[src/rtl/ste_thr_det.sv]
// ste_thr_det: threshold detector with hysteresis and debounce.
// Consumes the averaged sample and its update strobe. Produces a debounced
// level flag plus one-cycle rise/fall pulses. Only strobed samples count
// toward the debounce; idle cycles leave state and count untouched.
// Optional feature macro: STE_THR_DET_PEAK_EN enables the peak-hold register
// on peak_o. Without it, peak_o is tied to zero.
module ste_thr_det #(
    parameter int DATA_W = 16,
    parameter int DEB_W  = 4
) (
    input  logic              clk,
    input  logic              rst,
    input  logic [DATA_W-1:0] din_i,
    input  logic              din_vld_i,
    input  logic [DATA_W-1:0] thr_hi_i,
    input  logic [DATA_W-1:0] thr_lo_i,
    input  logic [DEB_W-1:0]  deb_i,
    input  logic              det_en_i,
    input  logic              det_clr_i,
    output logic              det_o,
    output logic              det_rise_o,
    output logic              det_fall_o,
    output logic              err_cfg_o,
    output logic [DATA_W-1:0] peak_o
);

    typedef enum logic [2:0] {
        IDLE,
        LOW,
        PEND_HI,
        HIGH,
        PEND_LO
    } state_t;

    state_t            state;
    state_t            state_nxt;
    logic [DEB_W-1:0]  cnt;
    logic [DEB_W-1:0]  cnt_nxt;
    logic              det_nxt;
    logic              rise_nxt;
    logic              fall_nxt;
    logic              cfg_err;
    logic              q_hi;
    logic              q_lo;

    // An inverted threshold pair makes the hysteresis band meaningless, so the
    // detector freezes while it lasts. Equality qualifies at both ends.
    assign cfg_err = (thr_lo_i > thr_hi_i);
    assign q_hi    = (din_i >= thr_hi_i);
    assign q_lo    = (din_i <= thr_lo_i);

    // State, debounce count and all registered outputs.
    always_ff @(posedge clk or posedge rst) begin
        if (rst) begin
            state      <= IDLE;
            cnt        <= '0;
            det_o      <= 1'b0;
            det_rise_o <= 1'b0;
            det_fall_o <= 1'b0;
            err_cfg_o  <= 1'b0;
        end else begin
            state      <= state_nxt;
            cnt        <= cnt_nxt;
            det_o      <= det_nxt;
            det_rise_o <= rise_nxt;
            det_fall_o <= fall_nxt;
            err_cfg_o  <= cfg_err;
        end
    end

    // Next-state logic. Priority is clear, then disable, then config error,
    // then sample processing. The count compare uses >= so that lowering
    // deb_i mid-debounce still lets the next qualifying sample transition.
    always_comb begin
        state_nxt = state;
        cnt_nxt   = cnt;
        det_nxt   = det_o;
        rise_nxt  = 1'b0;
        fall_nxt  = 1'b0;
        if (det_clr_i) begin
            state_nxt = det_en_i ? LOW : IDLE;
            cnt_nxt   = '0;
            det_nxt   = 1'b0;
        end else if (!det_en_i) begin
            state_nxt = IDLE;
            cnt_nxt   = '0;
            det_nxt   = 1'b0;
        end else if (cfg_err) begin
            cnt_nxt = '0;
        end else begin
            case (state)
                IDLE: begin
                    state_nxt = LOW;
                    cnt_nxt   = '0;
                    det_nxt   = 1'b0;
                end
                LOW: begin
                    if (din_vld_i && q_hi) begin
                        if (deb_i == '0) begin
                            state_nxt = HIGH;
                            det_nxt   = 1'b1;
                            rise_nxt  = 1'b1;
                            cnt_nxt   = '0;
                        end else begin
                            state_nxt = PEND_HI;
                            cnt_nxt   = DEB_W'(1);
                        end
                    end
                end
                PEND_HI: begin
                    if (din_vld_i) begin
                        if (q_hi) begin
                            if (cnt >= deb_i) begin
                                state_nxt = HIGH;
                                det_nxt   = 1'b1;
                                rise_nxt  = 1'b1;
                                cnt_nxt   = '0;
                            end else begin
                                cnt_nxt = cnt + DEB_W'(1);
                            end
                        end else begin
                            state_nxt = LOW;
                            cnt_nxt   = '0;
                        end
                    end
                end
                HIGH: begin
                    if (din_vld_i && q_lo) begin
                        if (deb_i == '0) begin
                            state_nxt = LOW;
                            det_nxt   = 1'b0;
                            fall_nxt  = 1'b1;
                            cnt_nxt   = '0;
                        end else begin
                            state_nxt = PEND_LO;
                            cnt_nxt   = DEB_W'(1);
                        end
                    end
                end
                PEND_LO: begin
                    if (din_vld_i) begin
                        if (q_lo) begin
                            if (cnt >= deb_i) begin
                                state_nxt = LOW;
                                det_nxt   = 1'b0;
                                fall_nxt  = 1'b1;
                                cnt_nxt   = '0;
                            end else begin
                                cnt_nxt = cnt + DEB_W'(1);
                            end
                        end else begin
                            state_nxt = HIGH;
                            cnt_nxt   = '0;
                        end
                    end
                end
                default: begin
                    state_nxt = IDLE;
                    cnt_nxt   = '0;
                    det_nxt   = 1'b0;
                end
            endcase
        end
    end

`ifdef STE_THR_DET_PEAK_EN
    logic en_q;

    // Peak hold: cleared on clear and on enable rise, held while disabled,
    // IDLE or config error, otherwise tracks the largest strobed sample.
    always_ff @(posedge clk or posedge rst) begin
        if (rst) begin
            peak_o <= '0;
            en_q   <= 1'b0;
        end else begin
            en_q <= det_en_i;
            if (det_clr_i || (det_en_i && !en_q)) begin
                peak_o <= '0;
            end else if (det_en_i && !cfg_err && (state != IDLE) &&
                         din_vld_i && (din_i > peak_o)) begin
                peak_o <= din_i;
            end
        end
    end
`else
    assign peak_o = '0;
`endif

endmodule

[config.mk]
export PLATFORM = sky130hd
export DESIGN_NAME = ste_thr_det
export DESIGN_NICKNAME = d
export VERILOG_FILES = /design/src/rtl/ste_thr_det.sv
export SDC_FILE = /design/constraint.sdc
export NUM_CORES = 1
export LEC_CHECK = 0
export BUFFER_PORTS_ARGS = -buffer_cell sky130_fd_sc_hd__buf_2
export CAP_MARGIN = 30
export CORE_MARGIN = 2
export CORE_UTILIZATION = 35
export DETAILED_ROUTE_END_ITERATION = 8
export SYNTH_ARGS = -nofsm -noshare
export SYNTH_HDL_FRONTEND = slang
export SYNTH_SLANG_ARGS = --single-unit
[constraint.sdc]
create_clock -name clk -period 2.2 [get_ports clk]
set_input_delay 0.55 -clock clk [delete_from_list [all_inputs] [get_ports clk]]
set_output_delay 0.55 -clock clk [all_outputs]
set_load 0.02 [all_outputs]
==> results of run 1 <==
[where the power goes]
part	total (mW)	leakage [nW]	internal, mW	switching, mW
clock	0.210	0.0228	0.128	0.0824
sequential	0.219	0.149	0.209	0.00975
combinational	0.567	1.49	0.285	0.282
total	0.996	1.67	0.622	0.374
[flip-flops by register name, indices dropped and copies added (netlist names)]
name / cells
cnt: 4
det_fall_o: 1
det_o: 1
det_rise_o: 1
err_cfg_o: 1
state: 3
[cells in the mapped netlist (all sizes together) (6+ instances only)]
cell,n
a21oi,23
inv,41
a21o,6
nor2,14
nor3,6
nand2,18
ha,53
o21ai,9
buf,17
dfrtp,11
nand4,7
[metal layers]
| metal | vias to the layer above | wire length (um) |
|---|---|---|
| li1 | 1159 | - |
| met3 | 0 | 236 |
| met1 | 1014 | 2620 |
| met2 | 48 | 2920 |
| met4 | 0 | 0 |
| met5 | - | 0 |
[cells by family after synthesis]
family	count (synthesis)	synth area share [%]
multiplexers	3	1.38
adder cells (fa/ha/maj)	53	30.5
AO/OA/AOI/OAI	67	22.3
AND/OR/NAND/NOR	73	19.2
XOR/XNOR	1	0.403
buffers and inverters	61	13.4
flip-flops	11	12.7
other	1	0.173
[per-stage QoR]
| stage | hold slack [ns] | cells | setup WS, ns |
|---|---|---|---|
| after floorplan | 0.402 | 285 | -0.367 |
| after global placement | 0.519 | 445 | -0.646 |
| after detailed placement | 0.517 | 445 | -0.741 |
| after CTS | 0.315 | 453 | -0.338 |
| after global routing | 0.350 | 455 | -0.499 |
| final | 0.299 | 455 | -0.366 |
[worst max-delay path by stage]
stage,from,to,slack (ns),depth (start not counted)
global placement,thr_lo_i[9],state[1],-0.65,12
floorplan,thr_lo_i[13],state[1],-0.37,10
global route,thr_lo_i[9],cnt[2],-0.50,11
detailed placement,din_i[9],state[1],-0.74,11
CTS,thr_lo_i[11],state[1],-0.34,12
finish,thr_lo_i[13],cnt[2],-0.37,13
[cell type report]
type,count,share of cell area [%]
clock buffers,4,1.38
inverters,42,5.52
multi-input cells,213,58.6
flip-flops and latches,11,8.43
well taps,75,2.87
repair buffers,110,23.2
[timing repair]
action,CTS,global route
gates resized for setup,48,11
setup endpoints to repair,10,10
pin swaps,24,17
buffers inserted,6,2
==> impl_metrics.env, run 1 <==
export IMPL_core_area_um2=5960
export IMPL_globalRouteOverflowTotal=0
export IMPL_crit_family="compound AO/OA/AOI/OAI gates"
export IMPL_dr_pass1_iters=4
export IMPL_setup_tns_ns=-2.70
export IMPL_grt_start_max_net_pins=14
export IMPL_ctsLongestPathBuffers=2
export IMPL_synthToLayoutAreaGrowth_pct=50.3
export IMPL_failed_checks="setup timing"
export IMPL_worstSetupEndpointType="flop"
export IMPL_ys_flop_type="sky130_fd_sc_hd__dfrtp_1"
export IMPL_dieWidth_um=82.8
export IMPL_drtIter0Drc=63
export IMPL_chipHeight_um=82.8
export IMPL_detail_placement_hpwl_mm=4.80
export IMPL_postCtsHoldBufs=0
export IMPL_root_buffer="sky130_fd_sc_hd__clkbuf_8"
export IMPL_finalWorstPathRequiredPeriod_ns=2.57
export IMPL_initial_core_util_pct=36.5
export IMPL_routed_via_density=4.88
export IMPL_post_synth_top_area_cell="sky130_fd_sc_hd__ha_1"
export IMPL_die_area_um2=6850
export IMPL_wire_per_inst_um=12.7
export IMPL_synthDominantCellAreaShare_pct=30.5
export IMPL_finalNetCount=491
export IMPL_rsz0062_at_grt="true"
export IMPL_reg2reg_from="cnt[0]"
export IMPL_worstPathCellList="buf_12 -> inv_12 -> ha_4 -> a21o_1 -> a21o_1 -> a221o_1 -> o31ai_4 -> buf_6 -> a2bb2oi_4 -> buf_4 -> nor3_4 -> and3b_1 -> o21a_1"
export IMPL_gp_routability_congestion=0.850
export IMPL_maxSlewViolCount=0
export IMPL_dr_total_vias=2221
export IMPL_worstReg2RegEnd="cnt[2]"
export IMPL_cts_htree_levels=1
export IMPL_worst_path_largest_cell_delay_ns=0.36
export IMPL_multi_input_comb_area_um2=1910
export IMPL_grtUsageMet3_pct=2.38
export IMPL_timing_final_ws_setup_ns=-0.366
export IMPL_outcome="finished with violations"
export IMPL_finalHoldViolations=0
export IMPL_cpMostUsedCell="sky130_fd_sc_hd__a21o_1"
export IMPL_ff_latch_area_um2=275
export IMPL_async_flop_share_pct=100
export IMPL_count_of_standard_cell_rows=28
export IMPL_remaining_drc_errors=0
export IMPL_synth_area_per_cell_um2=8.04
export IMPL_cellPowerDensity_nw_per_um2=305
export IMPL_cpMaxStageDelayCell="sky130_fd_sc_hd__o31ai_4"
export IMPL_cts_sink_count=11
export IMPL_ys_warn_count=0
export IMPL_synth_yosys_seq_area_share_pct=12.7
export IMPL_grt_first_pass_wirelength_mm=9.34
export IMPL_netlist_area_um2=2170
export IMPL_synthesis_instances=270
export IMPL_post_route_cells_drive_above_1_share_pct=43.2
export IMPL_ioPinCount=77
export IMPL_final_min_period_over_clock_period_pct=117
export IMPL_number_of_antenna_violations_at_the_first_check_in_global_routing=0
export IMPL_max_freq_mhz=390
export IMPL_synth_edf_count=0
export IMPL_worstHoldPathType="input pin to async pin"
export IMPL_clk_transition_reported_paths_ns=0.05
export IMPL_timing_setup_critical_path_class="input pin to flop"
export IMPL_tritoncts="yes"
export IMPL_antenna_cells_inserted=0
export IMPL_total_leakage_power_nw=1.67
export IMPL_grt_util_met1_pct=21.3
export IMPL_worst_endpoint_required_ns=2.38
export IMPL_critical_path_fanout_max=5
export IMPL_layout_cell_area_non_filler_um2=3270
export IMPL_final_common_cell="sky130_fd_sc_hd__buf_2"
export IMPL_finClkSkew_ns=0.00362
export IMPL_grt_pass1_vias=2203
export IMPL_global_route_usage_met2_pct=33.5
export IMPL_ys_ff_latch=11
export IMPL_clock_insertion_delay_worst_skew_ns=0.24
export IMPL_post_synth_main_area_contributors="sky130_fd_sc_hd__ha_1 31%, sky130_fd_sc_hd__dfrtp_1 13%, sky130_fd_sc_hd__inv_1 7.1%"
export IMPL_total_power_mw=0.996
export IMPL_maxCapViolCount=0
export IMPL_final_cell_mix="50 x sky130_fd_sc_hd__buf_2, 48 x sky130_fd_sc_hd__buf_4, 42 x sky130_fd_sc_hd__ha_1"
export IMPL_finalCoreUtilization_pct=54.8
export IMPL_count_of_nets_left_with_antenna_violations_after_detail_routing=0
export IMPL_worst_setup_path_start_kind="input pin"
export IMPL_reg2reg_depth=11
export IMPL_finalWirelength_mm=5.77
export IMPL_fillers=563
export IMPL_worstPathBufferInverterCount=4
export IMPL_final_setup_viol_count=9
export IMPL_yosys_cell_types_count=53
export IMPL_track_usage_pct=17.4
export IMPL_peakVddDrop_mv=0.252
export IMPL_timing_reg2reg_setup_slack_ns=-0.22
export IMPL_worst_ep_arrival_time_ns=2.75
export IMPL_number_of_cts_inserted_buffers=3
export IMPL_portBuffers=60
export IMPL_placedInstanceArea_um2=2900
export IMPL_top_usage_layer="met2"
Note: power is estimated with default switching activity, not from simulation.
==> run 2: changes to the inputs <==
--- a/config.mk
+++ b/config.mk
@@ -5,6 +5,7 @@
 export SDC_FILE = /design/constraint.sdc
 export NUM_CORES = 1
 export LEC_CHECK = 0
+export ABC_AREA = 1
 export BUFFER_PORTS_ARGS = -buffer_cell sky130_fd_sc_hd__buf_2
 export CAP_MARGIN = 30
 export CORE_MARGIN = 2
==> run 2 against run 1 <==
The run now ends clean; total power shrank 13%; clock power shrank 4%; die area grew 6.3%; hold slack gained 0.0099 ns; synthesized area grew 6.6%; final cell count grew 8.6%; cell area shrank 16%; register-to-register slack gained 0.64 ns; sequential cell count is the same.
==> impl_metrics.env, run 2 <==
export IMPL_outcome="complete, no violations"
export IMPL_registers_top_by_ff_count="cnt"
export IMPL_post_synth_main_area_contributors="sky130_fd_sc_hd__ha_1 29%, sky130_fd_sc_hd__nand2_1 13%, sky130_fd_sc_hd__dfrtp_1 12%"
export IMPL_async_flop_share_pct=100
export IMPL_finClkSkew_ns=0.000564
export IMPL_finalHoldViolations=0
export IMPL_ys_flop_type="sky130_fd_sc_hd__dfrtp_1"
export IMPL_cts_htree_levels=1
export IMPL_grt_start_max_net_pins=12
export IMPL_netlist_area_um2=2310
export IMPL_core_area_um2=6390
export IMPL_ys_warn_count=0
export IMPL_root_buffer="sky130_fd_sc_hd__clkbuf_8"
export IMPL_routed_via_density=4.50
export IMPL_wire_per_inst_um=10.3
export IMPL_synth_area_per_cell_um2=6.63
export IMPL_dieWidth_um=85.3
export IMPL_maxCapViolCount=0
export IMPL_layout_cell_area_non_filler_um2=2730
export IMPL_worst_setup_path_start_kind="input pin"
export IMPL_grt_pass1_vias=2144
export IMPL_initial_core_util_pct=36.2
export IMPL_yosys_top_cells_count="83 x sky130_fd_sc_hd__nand2_1, 63 x sky130_fd_sc_hd__inv_1, 53 x sky130_fd_sc_hd__ha_1"
export IMPL_post_synth_top_area_cell="sky130_fd_sc_hd__ha_1"
export IMPL_detailedPlace_worstSlack_ns=-0.0338
export IMPL_count_of_standard_cell_rows=29
export IMPL_timing_setup_critical_path_class="input pin to flop"
export IMPL_cts_sink_count=11
export IMPL_grt_first_pass_wirelength_mm=8.76
export IMPL_dr_total_vias=2225
export IMPL_track_usage_pct=14.4
export IMPL_die_area_um2=7280
export IMPL_portBuffers=60
export IMPL_worstHoldPathType="input pin to async pin"
export IMPL_fillers=677
export IMPL_finalWirelength_mm=5.08
export IMPL_setup_tns_ns=0
export IMPL_synth_edf_count=0
export IMPL_drtIter0Drc=34
export IMPL_final_min_period_over_clock_period_pct=90.1
export IMPL_post_cts_resize_count=0
export IMPL_worstSetupEndpointType="flop"
export IMPL_cellPowerDensity_nw_per_um2=317
export IMPL_post_cts_repair_setup_buffers=0
export IMPL_gp_routability_congestion=0.863
export IMPL_ioPinCount=77
export IMPL_synthToLayoutAreaGrowth_pct=17.9
export IMPL_largest_reg_flops=4
export IMPL_ys_ff_latch=11
export IMPL_ctsLongestPathBuffers=2
export IMPL_yosys_cell_types_count=27
export IMPL_synthesis_instances=349
export IMPL_synth_yosys_seq_area_share_pct=11.9
export IMPL_number_of_antenna_violations_at_the_first_check_in_global_routing=0
export IMPL_globalRouteOverflowTotal=0
export IMPL_antenna_cells_inserted=0
export IMPL_yosysMostFrequentCell="sky130_fd_sc_hd__nand2_1"
export IMPL_maxSlewViolCount=0
export IMPL_placedInstanceArea_um2=2690
export IMPL_rsz0062_at_grt="false"
export IMPL_layout_top_registers="cnt: 4 flops, state: 3 flops"
export IMPL_final_cell_mix="83 x sky130_fd_sc_hd__nand2_1, 63 x sky130_fd_sc_hd__inv_1, 60 x sky130_fd_sc_hd__buf_2"
export IMPL_finalWorstPathRequiredPeriod_ns=1.98
export IMPL_worst_ep_arrival_time_ns=2.11
export IMPL_max_freq_mhz=504
export IMPL_number_of_cts_inserted_buffers=3
export IMPL_worst_endpoint_required_ns=2.32
export IMPL_finalNetCount=528
export IMPL_chipHeight_um=85.3
export IMPL_dr_pass1_iters=4
export IMPL_remaining_drc_errors=0
export IMPL_final_common_cell="sky130_fd_sc_hd__nand2_1"
export IMPL_tritoncts="yes"
export IMPL_count_of_nets_left_with_antenna_violations_after_detail_routing=0
export IMPL_detail_placement_hpwl_mm=4.57
export IMPL_final_setup_viol_count=0
export IMPL_total_leakage_power_nw=1.68
export IMPL_post_route_cells_drive_above_1_share_pct=24.0
export IMPL_peakVddDrop_mv=0.271
export IMPL_timing_final_ws_setup_ns=0.217
export IMPL_synthDominantCellAreaShare_pct=28.6
export IMPL_clock_insertion_delay_worst_skew_ns=0.23
export IMPL_postCtsHoldBufs=0
export IMPL_critical_path_fanout_max=4
export IMPL_finalCoreUtilization_pct=42.8
export IMPL_clk_transition_reported_paths_ns=0.05
-- run 2: changes by cell type in the layout (fill, tap and decap cells not counted), moves of 5 or more --
cell	change
sky130_fd_sc_hd__nor2_1	+18
sky130_fd_sc_hd__buf_6	-10
sky130_fd_sc_hd__ha_4	-11
sky130_fd_sc_hd__nand2_1	+66
sky130_fd_sc_hd__nand2_2	+10
sky130_fd_sc_hd__buf_4	-43
sky130_fd_sc_hd__buf_2	+10
sky130_fd_sc_hd__ha_1	+11
sky130_fd_sc_hd__nand3_1	+14
sky130_fd_sc_hd__nand2b_1	-5
sky130_fd_sc_hd__nor2b_1	-5
sky130_fd_sc_hd__inv_1	+31
-- run 2: final timing paths --
kind,from,endpoint,slack [ns],cells past startpoint
max in group asynchronous,rst,cnt[0],1.58,2
min reg2reg,det_o,det_o,0.48,2
max reg2reg,cnt[3],det_o,0.42,12
min in group clk,det_o,det_o,0.48,2
max,thr_lo_i[13],state[2],0.22,15
min,rst,state[2],0.31,2
-- run 2: cells by family (layout without fill, tap and decap cells) --
group / Yosys count / in the layout / synth area share (%)
other: 1 / 16 / 0.162
flip-flops: 11 / 11 / 11.9
AO/OA/AOI/OAI: 35 / 35 / 8.43
XOR/XNOR: 2 / 2 / 0.757
adder cells (fa/ha/maj): 53 / 53 / 28.6
AND/OR/NAND/NOR: 164 / 164 / 34.1
buffers and inverters: 83 / 136 / 16.1
-- run 2: critical path: stages --
cell,delay [ns]
sky130_fd_sc_hd__buf_2,0.09
sky130_fd_sc_hd__inv_1,0.04
sky130_fd_sc_hd__ha_1,0.28
sky130_fd_sc_hd__a21oi_1,0.16
sky130_fd_sc_hd__o21ai_0,0.09
sky130_fd_sc_hd__a21oi_1,0.17
sky130_fd_sc_hd__nand2_1,0.11
sky130_fd_sc_hd__nand2_2,0.10
sky130_fd_sc_hd__nand2_2,0.07
sky130_fd_sc_hd__nand2_2,0.09
sky130_fd_sc_hd__nand2_2,0.06
sky130_fd_sc_hd__nor2_4,0.12
sky130_fd_sc_hd__nand2_2,0.08
sky130_fd_sc_hd__nand2_1,0.06
sky130_fd_sc_hd__nand2_1,0.05
-- run 2: cell type report --
cell class | instances | area [um2] | share of cell area, %
Clock buffer | 4 | 45.0 | 1.65
Inverter | 67 | 251 | 9.21
Multi-Input combinational cell | 270 | 1720 | 63.2
Sequential cell | 11 | 275 | 10.1
Tap cell | 77 | 96.3 | 3.53
Timing Repair Buffer | 65 | 338 | 12.4
-- run 2: power breakdown --
group / internal, mW / switching (mW) / leakage, nW / total [mW]
clock network: 0.127 / 0.0735 / 0.0228 / 0.201
logic: 0.172 / 0.272 / 1.51 / 0.444
registers: 0.213 / 0.00823 / 0.149 / 0.221
total: 0.512 / 0.354 / 1.68 / 0.866
-- run 2: per-stage QoR --
step | hold WS [ns] | instances | total power, mW
after floorplan | 0.402 | 364 | 0.548
after global placement | 0.462 | 490 | 0.664
after detailed placement | 0.468 | 490 | 0.671
after CTS | 0.329 | 494 | 0.877
after global routing | 0.329 | 494 | 0.963
final | 0.309 | 494 | 0.866
-- run 2: metal layers --
| metal | track usage [%] | routed length, um | vias to the layer above |
|---|---|---|---|
| met3 | 2.63 | 233 | 4 |
| met2 | 25.1 | 2320 | 50 |
| met5 | 0 | 0 | - |
| met1 | 18.4 | 2490 | 948 |
| met4 | 2.89 | 38 | 0 |
| li1 | - | - | 1223 |
==> run 3: changes to the inputs <==
--- a/config.mk
+++ b/config.mk
@@ -5,12 +5,13 @@
 export SDC_FILE = /design/constraint.sdc
 export NUM_CORES = 1
 export LEC_CHECK = 0
-export ABC_AREA = 1
+export ABC_AREA = 0
 export BUFFER_PORTS_ARGS = -buffer_cell sky130_fd_sc_hd__buf_2
 export CAP_MARGIN = 30
 export CORE_MARGIN = 2
-export CORE_UTILIZATION = 35
+export CORE_UTILIZATION = 40
 export DETAILED_ROUTE_END_ITERATION = 8
+export PLACE_DENSITY = 0.69
 export SYNTH_ARGS = -nofsm -noshare
 export SYNTH_HDL_FRONTEND = slang
 export SYNTH_SLANG_ARGS = --single-unit
==> run 3 against run 2 <==
The run now ends with setup timing left; clock skew rose by 0.0011 ns; register-to-register slack got worse by 0.53 ns; critical path depth fell by 3; total power rose by 13%; final cell count fell by 9.9%; via count rose by 1.4%.
==> impl_metrics.env, run 3 (synthesis results as in run 1) <==
export IMPL_outcome="finished with violations"
export IMPL_failed_checks="setup timing"
export IMPL_maxCapViolCount=0
export IMPL_ioPinCount=77
export IMPL_worstHoldPathType="input pin to async pin"
export IMPL_worst_ep_arrival_time_ns=2.71
export IMPL_count_of_standard_cell_rows=26
export IMPL_core_area_um2=5170
export IMPL_internal_power_mw=0.615
export IMPL_post_route_cells_drive_above_1_share_pct=41.9
export IMPL_final_common_cell="sky130_fd_sc_hd__buf_2"
export IMPL_final_setup_viol_count=10
export IMPL_timing_setup_critical_path_class="input pin to flop"
export IMPL_p_sw_mw=0.367
export IMPL_chipHeight_um=77.7
export IMPL_dr_total_vias=2257
export IMPL_die_area_um2=6040
export IMPL_antenna_cells_inserted=0
export IMPL_fillers=451
export IMPL_grt_pass1_vias=2233
export IMPL_registers_top_by_ff_count="cnt"
export IMPL_finClkSkew_ns=0.00164
export IMPL_gp_routability_congestion=0.893
export IMPL_tritoncts="yes"
export IMPL_peakVddDrop_mv=0.207
export IMPL_worstSetupEndpointType="flop"
export IMPL_max_freq_mhz=386
export IMPL_final_min_period_over_clock_period_pct=118
export IMPL_final_cell_mix="56 x sky130_fd_sc_hd__buf_2, 45 x sky130_fd_sc_hd__buf_4, 40 x sky130_fd_sc_hd__ha_1"
export IMPL_number_of_antenna_violations_at_the_first_check_in_global_routing=0
export IMPL_cts_htree_levels=1
export IMPL_slew_headroom_pct=53.5
export IMPL_remaining_drc_errors=0
export IMPL_rsz0062_at_grt="true"
export IMPL_total_power_mw=0.982
export IMPL_count_of_nets_left_with_antenna_violations_after_detail_routing=0
export IMPL_finalWirelength_mm=5.69
export IMPL_p_comb_share_pct=57.3
export IMPL_ctsLongestPathBuffers=2
export IMPL_initial_core_util_pct=42.0
export IMPL_total_leakage_power_nw=1.63
export IMPL_grt_first_pass_wirelength_mm=9.47
export IMPL_drtIter0Drc=72
export IMPL_track_usage_pct=18.9
export IMPL_portBuffers=60
export IMPL_sequentialPowerShare_pct=22.3
export IMPL_clock_insertion_delay_worst_skew_ns=0.24
export IMPL_finalCoreUtilization_pct=61.6
export IMPL_finalNetCount=486
export IMPL_worst_endpoint_required_ns=2.32
export IMPL_worst_setup_path_start_kind="input pin"
export IMPL_wire_per_inst_um=12.8
export IMPL_number_of_cts_inserted_buffers=3
export IMPL_cts_sink_count=11
export IMPL_layout_top_registers="cnt: 4 flops, state: 3 flops"
export IMPL_worst_slew_pin_transition_ns=0.693
export IMPL_routed_via_density=5.07
export IMPL_detail_placement_hpwl_mm=4.67
export IMPL_root_buffer="sky130_fd_sc_hd__clkbuf_8"
export IMPL_timing_final_ws_setup_ns=-0.392
export IMPL_maxSlewViolCount=0
export IMPL_cellPowerDensity_nw_per_um2=308
export IMPL_largest_reg_flops=4
export IMPL_synthToLayoutAreaGrowth_pct=46.7
export IMPL_dieWidth_um=77.7
export IMPL_globalRouteOverflowTotal=0
export IMPL_grt_start_max_net_pins=14
export IMPL_critical_path_fanout_max=3
export IMPL_finalWorstPathRequiredPeriod_ns=2.59
export IMPL_power_share_clock_pct=20.5
export IMPL_p_sw_share_pct=37.4
export IMPL_dr_pass1_iters=6
export IMPL_clk_transition_reported_paths_ns=0.05
export IMPL_finalHoldViolations=0
-- run 3: changes by cell type in the layout (fill, tap and decap cells not counted), sizes merged, moves of 4 or more --
cell	previous run	this run
buf	65	105
nand2	95	18
nand2b	0	5
a21o	2	6
nor2b	0	5
inv	67	41
nor2	37	14
nand3	23	5
-- run 3: metrics by stage --
step                      std cells  hold WS, ns  TNS (ns)  area, um2  worst slack (ns)
final                           445        0.301     -2.93       3190            -0.392
after global routing            445        0.332     -3.90       3190            -0.486
after CTS                       443        0.313     -2.63       3130            -0.363
after detailed placement        437        0.535     -6.28       2870            -0.663
after global placement          437        0.532     -6.05       2870            -0.632
after floorplan                 285        0.402     -2.58       2310            -0.367
-- run 3: worst max-delay path, cell delays in order --
cell                       delay (ns)
sky130_fd_sc_hd__buf_12          0.09
sky130_fd_sc_hd__inv_12          0.03
sky130_fd_sc_hd__ha_4            0.22
sky130_fd_sc_hd__a21o_1          0.16
sky130_fd_sc_hd__a21o_1          0.16
sky130_fd_sc_hd__a221o_1         0.32
sky130_fd_sc_hd__o31ai_4         0.33
sky130_fd_sc_hd__a311oi_4        0.15
sky130_fd_sc_hd__buf_4           0.17
sky130_fd_sc_hd__nor3b_4         0.24
sky130_fd_sc_hd__mux2i_1         0.22
sky130_fd_sc_hd__nor2_1          0.06
-- run 3: final cells by class --
class	instances	area (um2)	area share [%]
Multi-Input combinational cell	213	1930	60.7
Timing Repair Buffer	105	672	21.1
Sequential cell	11	275	8.64
Inverter	42	173	5.42
Tap cell	70	87.6	2.75
Clock buffer	4	45.0	1.41
-- run 3: repair_timing --
item | in CTS | in global routing
gates cloned | 0 | 0
pin swaps | 15 | 10
hold buffers | 0 | 0
buffers inserted | 3 | 2
endpoints found under the setup margin | 10 | 10
resized for setup | 35 | 9
-- run 3: worst paths after layout --
check	start	to	slack, ns	cells past startpoint
min	rst	det_fall_o	0.30	2
min in group clk	det_o	det_o	0.54	2
max in group asynchronous	rst	state[0]	1.60	2
max reg2reg	cnt[0]	state[0]	-0.11	10
max	thr_lo_i[13]	state[2]	-0.39	12
min reg2reg	det_o	det_o	0.54	2
-- run 3: per-layer routing --
layer  GRT usage (%)  up-vias  part of all wire (%)
li1                -     1153                     -
met1            23.7     1030                    43
met2            34.1       63                    51
met3            2.67       11                   4.7
met4            4.29        0                   1.2
met5               0        -                     0
-- run 3: power groups by stage --
stage,Combinational [mW],Sequential (mW),Clock [mW]
after CTS,0.536,0.219,0.207
after global placement,0.474,0.222,0
after floorplan,0.310,0.220,0
final,0.563,0.219,0.201
after detailed placement,0.485,0.222,0
after global routing,0.625,0.220,0.218
